$ cat src/rtl/spi_master_arb.sv
// spi_master_arb
// Two-requester SPI master (mode 0, MSB first, 8-bit transfers) with
// round-robin arbitration.
//
// Ports:
//   clk       system clock, rising edge
//   rst       synchronous active-high reset
//   req[1:0]  level transfer request per requester
//   tx_data0  byte for requester 0, captured at grant
//   tx_data1  byte for requester 1, captured at grant
//   grant     one-hot bus owner, 2'b00 when idle
//   done      one-cycle completion pulse for the owner
//   rx_data   last received byte, updated with done
//   busy      high whenever the FSM is not IDLE
//   CS        active-low chip selects, CS[g] for requester g
//   SCLK      SPI clock, idles low
//   MOSI      serial data out
//   MISO      serial data in
//
// Parameter CLK_DIV (1..255) is the SCLK half-period in clk cycles.
// Every non-IDLE state lasts exactly CLK_DIV cycles, so a transfer is
// SETUP + 8 HIGH + 7 LOW + HOLD = 17 phases with CS low throughout.
module spi_master_arb #(
  parameter int CLK_DIV = 4
) (
  input  logic       clk,
  input  logic       rst,
  input  logic [1:0] req,
  input  logic [7:0] tx_data0,
  input  logic [7:0] tx_data1,
  output logic [1:0] grant,
  output logic [1:0] done,
  output logic [7:0] rx_data,
  output logic       busy,
  output logic [1:0] CS,
  output logic       SCLK,
  output logic       MOSI,
  input  logic       MISO
);

  localparam logic [7:0] DIV_MAX = 8'(CLK_DIV - 1);

  typedef enum logic [2:0] {
    IDLE  = 3'd0,
    SETUP = 3'd1,
    HIGH  = 3'd2,
    LOW   = 3'd3,
    HOLD  = 3'd4
  } state_t;

  state_t     state_reg,   state_next;
  logic [7:0] div_reg,     div_next;
  logic [3:0] bit_reg,     bit_next;
  logic [7:0] tx_reg,      tx_next;
  logic [7:0] rx_reg,      rx_next;
  logic [7:0] rx_data_reg, rx_data_next;
  logic [1:0] grant_reg,   grant_next;
  logic [1:0] done_reg,    done_next;
  logic       sclk_reg,    sclk_next;
  logic       mosi_reg,    mosi_next;
  // Index of the most recently granted requester; resets to 1 so that
  // requester 0 wins the first contested arbitration.
  logic       last_reg,    last_next;

  logic       div_last;
  logic       pick;
  logic [7:0] sel_byte;

  assign div_last = (div_reg == DIV_MAX);

  always_ff @(posedge clk) begin
    if (rst) begin
      state_reg   <= IDLE;
      div_reg     <= 8'd0;
      bit_reg     <= 4'd0;
      tx_reg      <= 8'd0;
      rx_reg      <= 8'd0;
      rx_data_reg <= 8'd0;
      grant_reg   <= 2'b00;
      done_reg    <= 2'b00;
      sclk_reg    <= 1'b0;
      mosi_reg    <= 1'b0;
      last_reg    <= 1'b1;
    end else begin
      state_reg   <= state_next;
      div_reg     <= div_next;
      bit_reg     <= bit_next;
      tx_reg      <= tx_next;
      rx_reg      <= rx_next;
      rx_data_reg <= rx_data_next;
      grant_reg   <= grant_next;
      done_reg    <= done_next;
      sclk_reg    <= sclk_next;
      mosi_reg    <= mosi_next;
      last_reg    <= last_next;
    end
  end

  always_comb begin
    state_next   = state_reg;
    bit_next     = bit_reg;
    tx_next      = tx_reg;
    rx_next      = rx_reg;
    rx_data_next = rx_data_reg;
    grant_next   = grant_reg;
    done_next    = 2'b00;
    sclk_next    = sclk_reg;
    mosi_next    = mosi_reg;
    last_next    = last_reg;
    pick         = 1'b0;
    sel_byte     = 8'd0;
    // Divider free-runs 0..CLK_DIV-1 in every non-IDLE state and wraps
    // exactly when the state advances.
    div_next     = div_last ? 8'd0 : div_reg + 8'd1;

    case (state_reg)
      IDLE: begin
        div_next = 8'd0;
        if (|req) begin
          // Contested: the one not granted last time wins.
          pick       = (req == 2'b11) ? ~last_reg : req[1];
          sel_byte   = pick ? tx_data1 : tx_data0;
          grant_next = pick ? 2'b10 : 2'b01;
          tx_next    = sel_byte;
          mosi_next  = sel_byte[7];
          bit_next   = 4'd0;
          rx_next    = 8'd0;
          state_next = SETUP;
        end
      end

      SETUP, LOW: begin
        if (div_last) begin
          sclk_next  = 1'b1;
          rx_next    = {rx_reg[6:0], MISO};
          bit_next   = bit_reg + 4'd1;
          state_next = HIGH;
        end
      end

      HIGH: begin
        if (div_last) begin
          sclk_next = 1'b0;
          if (bit_reg == 4'd8) begin
            state_next = HOLD;
          end else begin
            tx_next    = {tx_reg[6:0], 1'b0};
            mosi_next  = tx_reg[6];
            state_next = LOW;
          end
        end
      end

      HOLD: begin
        if (div_last) begin
          grant_next   = 2'b00;
          rx_data_next = rx_reg;
          done_next    = grant_reg;
          last_next    = grant_reg[1];
          state_next   = IDLE;
        end
      end

      default: begin
        state_next = IDLE;
        grant_next = 2'b00;
        sclk_next  = 1'b0;
      end
    endcase
  end

  // Chip selects are the inverted grant, so grant == ~CS by construction
  // and at most one select can be low.
  assign grant   = grant_reg;
  assign CS      = ~grant_reg;
  assign done    = done_reg;
  assign rx_data = rx_data_reg;
  assign busy    = (state_reg != IDLE);
  assign SCLK    = sclk_reg;
  assign MOSI    = mosi_reg;

endmodule
$ cat config.mk
export PLATFORM = sky130hd
export DESIGN_NAME = spi_master_arb
export DESIGN_NICKNAME = d
export VERILOG_FILES = /design/src/rtl/spi_master_arb.sv
export SDC_FILE = /design/constraint.sdc
export NUM_CORES = 1
export LEC_CHECK = 0
export CORE_MARGIN = 4
export CORE_UTILIZATION = 45
export CTS_CLUSTER_DIAMETER = 150
export CTS_CLUSTER_SIZE = 8
export DETAILED_ROUTE_END_ITERATION = 16
export GPL_TIMING_DRIVEN = 1
export MAX_ROUTING_LAYER = met4
export PLACE_DENSITY_LB_ADDON = 0.12
export SYNTH_ARGS = -nofsm -noshare
export SYNTH_HDL_FRONTEND = slang
export SYNTH_SLANG_ARGS = --single-unit
$ cat constraint.sdc
create_clock -name clk -period 2.5 [get_ports clk]
set_input_delay 0.5 -clock clk [delete_from_list [all_inputs] [get_ports clk]]
set_output_delay 0.5 -clock clk [all_outputs]
set_load 0.005 [all_outputs]
== Word-level counts from Yosys, hierarchy flattened ==
Index checks and enable logic that the tools add are counted.

* Bits of input ports: 21
* Bits in writable memories: 0
* Register bits after elaboration: 45
* Memories: 0
* Output and inout port bits: 17
* Bits in read-only memories: 0
* Bits in latches: 0

* Magnitude comparators: 0
* Divide/modulo/power cells: 0
* Mux-type cells: 29
* Equal/unequal tests: 12
* Reduce and logical (&&, ||, !) cells: 16
* $mul: 0
* Shift operators: 0
* Bitwise logic cells: 6
* Add/subtract/negate cells: 2

{| class="wikitable"
|+ Operator list
! operator !! count
|-
| $mux W8 || 3
|-
| $mux W7 || 3
|-
| $pmux W8 S2 || 1
|-
| $mux W3 || 5
|-
| $pmux W7 S2 || 1
|-
| $pmux W3 S4 || 1
|-
| $ne A2 B2 Y1 const B || 5
|-
| $reduce_and A3 Y1 || 3
|-
| $reduce_or A3 Y1 || 3
|-
| $add A8 B1 Y8 const B || 1
|-
| $eq A8 B2 Y1 const B || 1
|-
| $mux W4 || 2
|-
| $pmux W4 S2 || 1
|-
| $reduce_and A4 Y1 || 2
|-
| $eq A3 B2 Y1 const B || 2
|-
| $mux W1 || 6
|-
| $mux W2 || 3
|-
| $pmux W2 S3 || 1
|-
| $reduce_or A2 Y1 || 3
|-
| $not A1 Y1 || 5
|-
| $add A4 B1 Y4 const B || 1
|-
| $eq A4 B4 Y1 const B || 1
|-
| $reduce_bool A2 Y1 || 2
|-
| $eq A3 B1 Y1 const B || 1
|-
| other kinds (8) || 8
|}

== Depth between registers and ports, before layout ==
* Depth after elaboration: 5
* Depth in mapped cells: 6
* Gate-level depth less buffers: 6

== Least setup slack after synthesis ==
OpenSTA, ideal clock, no wires.

* Path type: register to register
* Start point: reg div_reg[0]
* End point: reg mosi_reg, in the netlist MOSI
* Arrival time: 1.787 ns
* Setup time: 0.072 ns
* Data required time: 2.428 ns
* Buffers on the path: 0
* Setup slack: 0.641 ns
* Stages on the path, launching flop included: 6
* Cell sequence: dfxtp_1 -> ha_1 -> nor3b_2 -> nand2_2 -> o31ai_4 -> mux2i_1

* Word-level cells in the longest chain between the ends: 3

{| class="wikitable"
|+ Ends and longest elaborated chain
! what !! RTL line !! source
|-
| start, declared || 52 || <nowiki>logic [7:0] div_reg, div_next;</nowiki>
|-
| start signal, assigned || 86 || <nowiki>div_reg <= div_next;</nowiki>
|-
| $eq A8 B2 Y1 || 69 || <nowiki>assign div_last = (div_reg == DIV_MAX);</nowiki>
|-
| $ne A2 B2 Y1 (no source line) || n/a ||
|-
| $reduce_and A4 Y1 (no source line) || n/a ||
|-
| end signal, assigned || 94 || <nowiki>mosi_reg <= mosi_next;</nowiki>
|-
| end, declared || 60 || <nowiki>logic mosi_reg, mosi_next;</nowiki>
|}

Every way passes these cells.
A chain may end at the register's enable or synchronous reset.

== Final worst setup path ==
* Start point: reg state_reg[2]
* End point: out busy

* Word-level cells in the longest chain between the ends: 1

{| class="wikitable"
|+ Ends and longest elaborated chain
! what !! RTL line !! source
|-
| start, declared || 51 || <nowiki>state_t state_reg, state_next;</nowiki>
|-
| start signal, assigned || 85 || <nowiki>state_reg <= state_next;</nowiki>
|-
| $reduce_bool A3 Y1 || 178 || <nowiki>assign busy = (state_reg != IDLE);</nowiki>
|-
| end, declared || 34 || <nowiki>output logic busy,</nowiki>
|}

Every way passes these cells.

==> key figures <==
Clock tree
  • Bufs on Longest Clock Path: 2
  • CTS sink count: 45
  • Num CTS Buffers: 5
  • Post_cts resized: 0
  • CTS tree: yes
  • Worst-Skew Late Latency: 290 ps
  • Post-CTS setup buffer count: 0
  • CTS Hold Bufs: 0
  • Root Buffer: clkbuf_8
  • Reg clk slew, reported paths: 80 ps
  • H-tree levels: 2

Timing
  • Worst-margin pin slew: 446 ps
  • Slew margin rel.: 70.1%
  • Worst Skew: about 2.6 ps
  • Final hold violation count: 0
  • Setup violations, final: 0
  • Slew Limit Fails: 0
  • RSZ-0062 raised after global routing: false
  • Fmax: between 400 and 500 MHz
  • Minimum clock period: 2070 ps
  • Setup TNS: 0 ps
  • Tcrit/Tclk final: 83.0%

Setup path
  • Flop-to-flop setup slack: 480 ps
  • Setup CP Type: register to output pin
  • Capturing point of the worst reg2reg path: tx_reg[6]$_SDFFE_PP0P_
  • Reg-to-Reg Start: div_reg[0]$_SDFF_PP0_
  • Crit end category: output pin
  • Slowest CP cell: clkdlybuf4s50_1
  • CP Cell Sequence: or3_1, clkdlybuf4s50_1
  • Max FO, Critical Path: 9
  • Cell count of the worst reg-to-reg path: 6
  • Crit start category: register
  • WP data required: about 2000 ps
  • CP Data Arrival Time: 1570 ps
  • CP peak stage delay: 470 ps
  • Crit path max-delay family: buffers and inverters
  • CP Buf/Inv Count: 1

Drt
  • Post-route ant nets: 0
  • Met2 routed WL: 1.61 mm
  • Total wire length: ~3.8 mm
  • Drt first-iter violations: between 80 and 90
  • Routed length on met1: 1.98 mm
  • DRC: 0
  • Vias: 1572
  • Avg WL per Cell: 12.7 um
  • Top sig layer: met4
  • Via/cell ratio: around 5.2
  • DR WL met3: 218 um
  • Initial DRT Pass Iterations: 4

Power
  • Combinational power share: approximately a tenth
  • NetSw: 0.000305 W
  • Maximum vdd ir drop: 0.000477 V
  • Leakage power: between 1 and 1.5 nW
  • Clk pwr share: between 30% and 40%
  • Internal: roughly 0.0011 W
  • Sw Ratio: 21.1%
  • Pwr dens: about 570 nW/um2
  • Part of the power in registers: 51.6%

Hold path
  • Hold crit path type: register to register
  • Hold endpoint: tx_reg[5]$_SDFFE_PP0P_
  • Min-delay src: tx_reg[5]$_SDFFE_PP0P_
  • Hold Crit Depth: 2

Place
  • Post-DP HPWL: between 2 and 3 mm
  • Placed cells: roughly 300
  • Port bufs: 37
  • Gp weighted congestion: about 0.77

Final layout
  • Final Util: 61.1%
  • Area of the multi-input gates: 1010 um2
  • Area Overhead vs Synth: 27.3%
  • Final non-filler cell total: 302
  • Register area: between 900 and 1000 um2
  • Final net count: around 280
  • Layout cells sized above 1: 7.14%
  • Fill cells: 369
  • Antenna cell count: 0

Floorplanning
  • Effective utilization at floorplan: 48.0%
  • Die W: 74.3 um
  • Site row count: 23
  • Core ar.: 4120 um2
  • # IOs: 38
  • Die area: between 5000 and 6000 um2
  • Die Span Y: 74.3 um

Synth
  • Syn avg cell area: 9.28 um2
  • Mapped Nets: ~240
  • Sequential area share after synthesis: about 46%
  • Ys flop type: dfxtp_1
  • Yosys Warn Count: 0
  • Post-synthesis cell count: approximately 210
  • Post-synth EDFFs: 0
  • Seq cells post-synth: 45
  • Post-synth ARST share: 0%
  • Yosys cell types: 39
  • Post-synthesis cell area: 1980 um2

Job
  • Max-cap viol count: 0

GRT
  • Vias in the first global route: between 1k and 1.5k
  • Largest net degree at the start of global routing: 35
  • Total gr overflow: 0
  • First-pass GRT wire length: around 6.4 mm
  • Global-route usage over all layers: 15.3%
  • Initial antenna violation count: 0

Status
  • Status: complete, no violations
synthesized netlist by cell type, types with 4 or more instances:
| cell type | n | share of area [%] |
|---|---|---|
| a211o_1 | 8 | 3.5 |
| a21oi_1 | 10 | 2.5 |
| nor2_1 | 28 | 5.3 |
| and3_1 | 4 | 1.3 |
| xor2_1 | 7 | 3.1 |
| clkbuf_1 | 7 | 1.3 |
| nand3_1 | 19 | 4.8 |
| dfxtp_1 | 45 | 46 |
| nand2_1 | 18 | 3.4 |
| mux2i_1 | 23 | 12 |
| inv_1 | 5 | 0.95 |
worst min-delay path, cell delays in order, from the launching register on:
cell     delay [ps]
dfxtp_1         310
nand2_1          50
mux2i_1          50
stage by stage:
step / power [W] / setup WS [ps] / hold slack (ps) / area [um2]
detailed placement: 0.000908 / 497 / 448 / 2400
global route: 0.00152 / 270 / 487 / 2510
global placement: 0.000908 / 488 / 446 / 2400
floorplan: 0.000838 / 641 / 435 / 1980
finish: 0.00145 / 425 / 460 / 2510
CTS: 0.00146 / 421 / 460 / 2510
kinds of logic after synthesis:
family | share of synthesized area, %
XOR/XNOR | 3.55
buffers and inverters | 3.17
AND/OR/NAND/NOR | 22.2
adder cells (fa/ha/maj) | 1.90
flip-flops | 45.6
multiplexers | 12.2
AO/OA/AOI/OAI | 11.4
placed cells by master, fill, tap and decap left out, types with 2 or more instances in the layout:
cell,netlist,final
nor3_1,3,3
nand2_1,18,18
mux2i_1,23,23
nor2_1,28,28
dfxtp_1,45,45
clkbuf_8,0,6
and2_1,2,2
and3_1,4,4
a211o_1,8,8
nand4_1,3,3
nand2b_1,2,2
xor2_1,7,7
inv_1,5,5
o32ai_1,3,3
a21oi_1,10,10
nand3_1,19,19
ha_1,3,3
buf_4,0,4
clkdlybuf4s50_1,0,37
power groups by stage:
stage | combinational [W] | sequential (W) | clock (W)
final | 0.000145 | 0.000746 | 0.000554
after global routing | 0.000158 | 0.000749 | 0.000613
after CTS | 0.000146 | 0.000746 | 0.000573
after detailed placement | 0.000145 | 0.000763 | 0
after global placement | 0.000145 | 0.000763 | 0
after floorplan | 0.0000770 | 0.000761 | 0
final cells by class:
type                    count  area share (%)
inverters                   6           0.896
clock inverters             1            1.19
well taps                  50            2.49
clock buffers               7            3.43
flip-flops and latches     45            35.8
multi-input cells         152            40.2
repair buffers             41            15.9
per-layer routing:
layer  GRT usage, %  up-vias
li1               -      818
met3           5.14        4
met1           20.5      716
met2           22.7       34
met5              -        -
met4           2.96        0
how the worst max path moves through the flow:
| stage | start | end | slack, ps | cells past startpoint |
|---|---|---|---|---|
| final | state_reg[2]$_SDFFE_PP0P_ | busy | 430 | 2 |
| after global routing | div_reg[0]$_SDFF_PP0_ | tx_reg[4]$_SDFFE_PP0P_ | 270 | 6 |
| after CTS | state_reg[2]$_SDFFE_PP0P_ | busy | 420 | 2 |
| after detailed placement | div_reg[0]$_SDFF_PP0_ | MOSI$_SDFFE_PP0P_ | 500 | 6 |
| after global placement | div_reg[0]$_SDFF_PP0_ | tx_reg[6]$_SDFFE_PP0P_ | 490 | 6 |
| after floorplan | div_reg[0]$_SDFF_PP0_ | MOSI$_SDFFE_PP0P_ | 640 | 5 |
No activity file was read; power rests on OpenSTA's default activity.
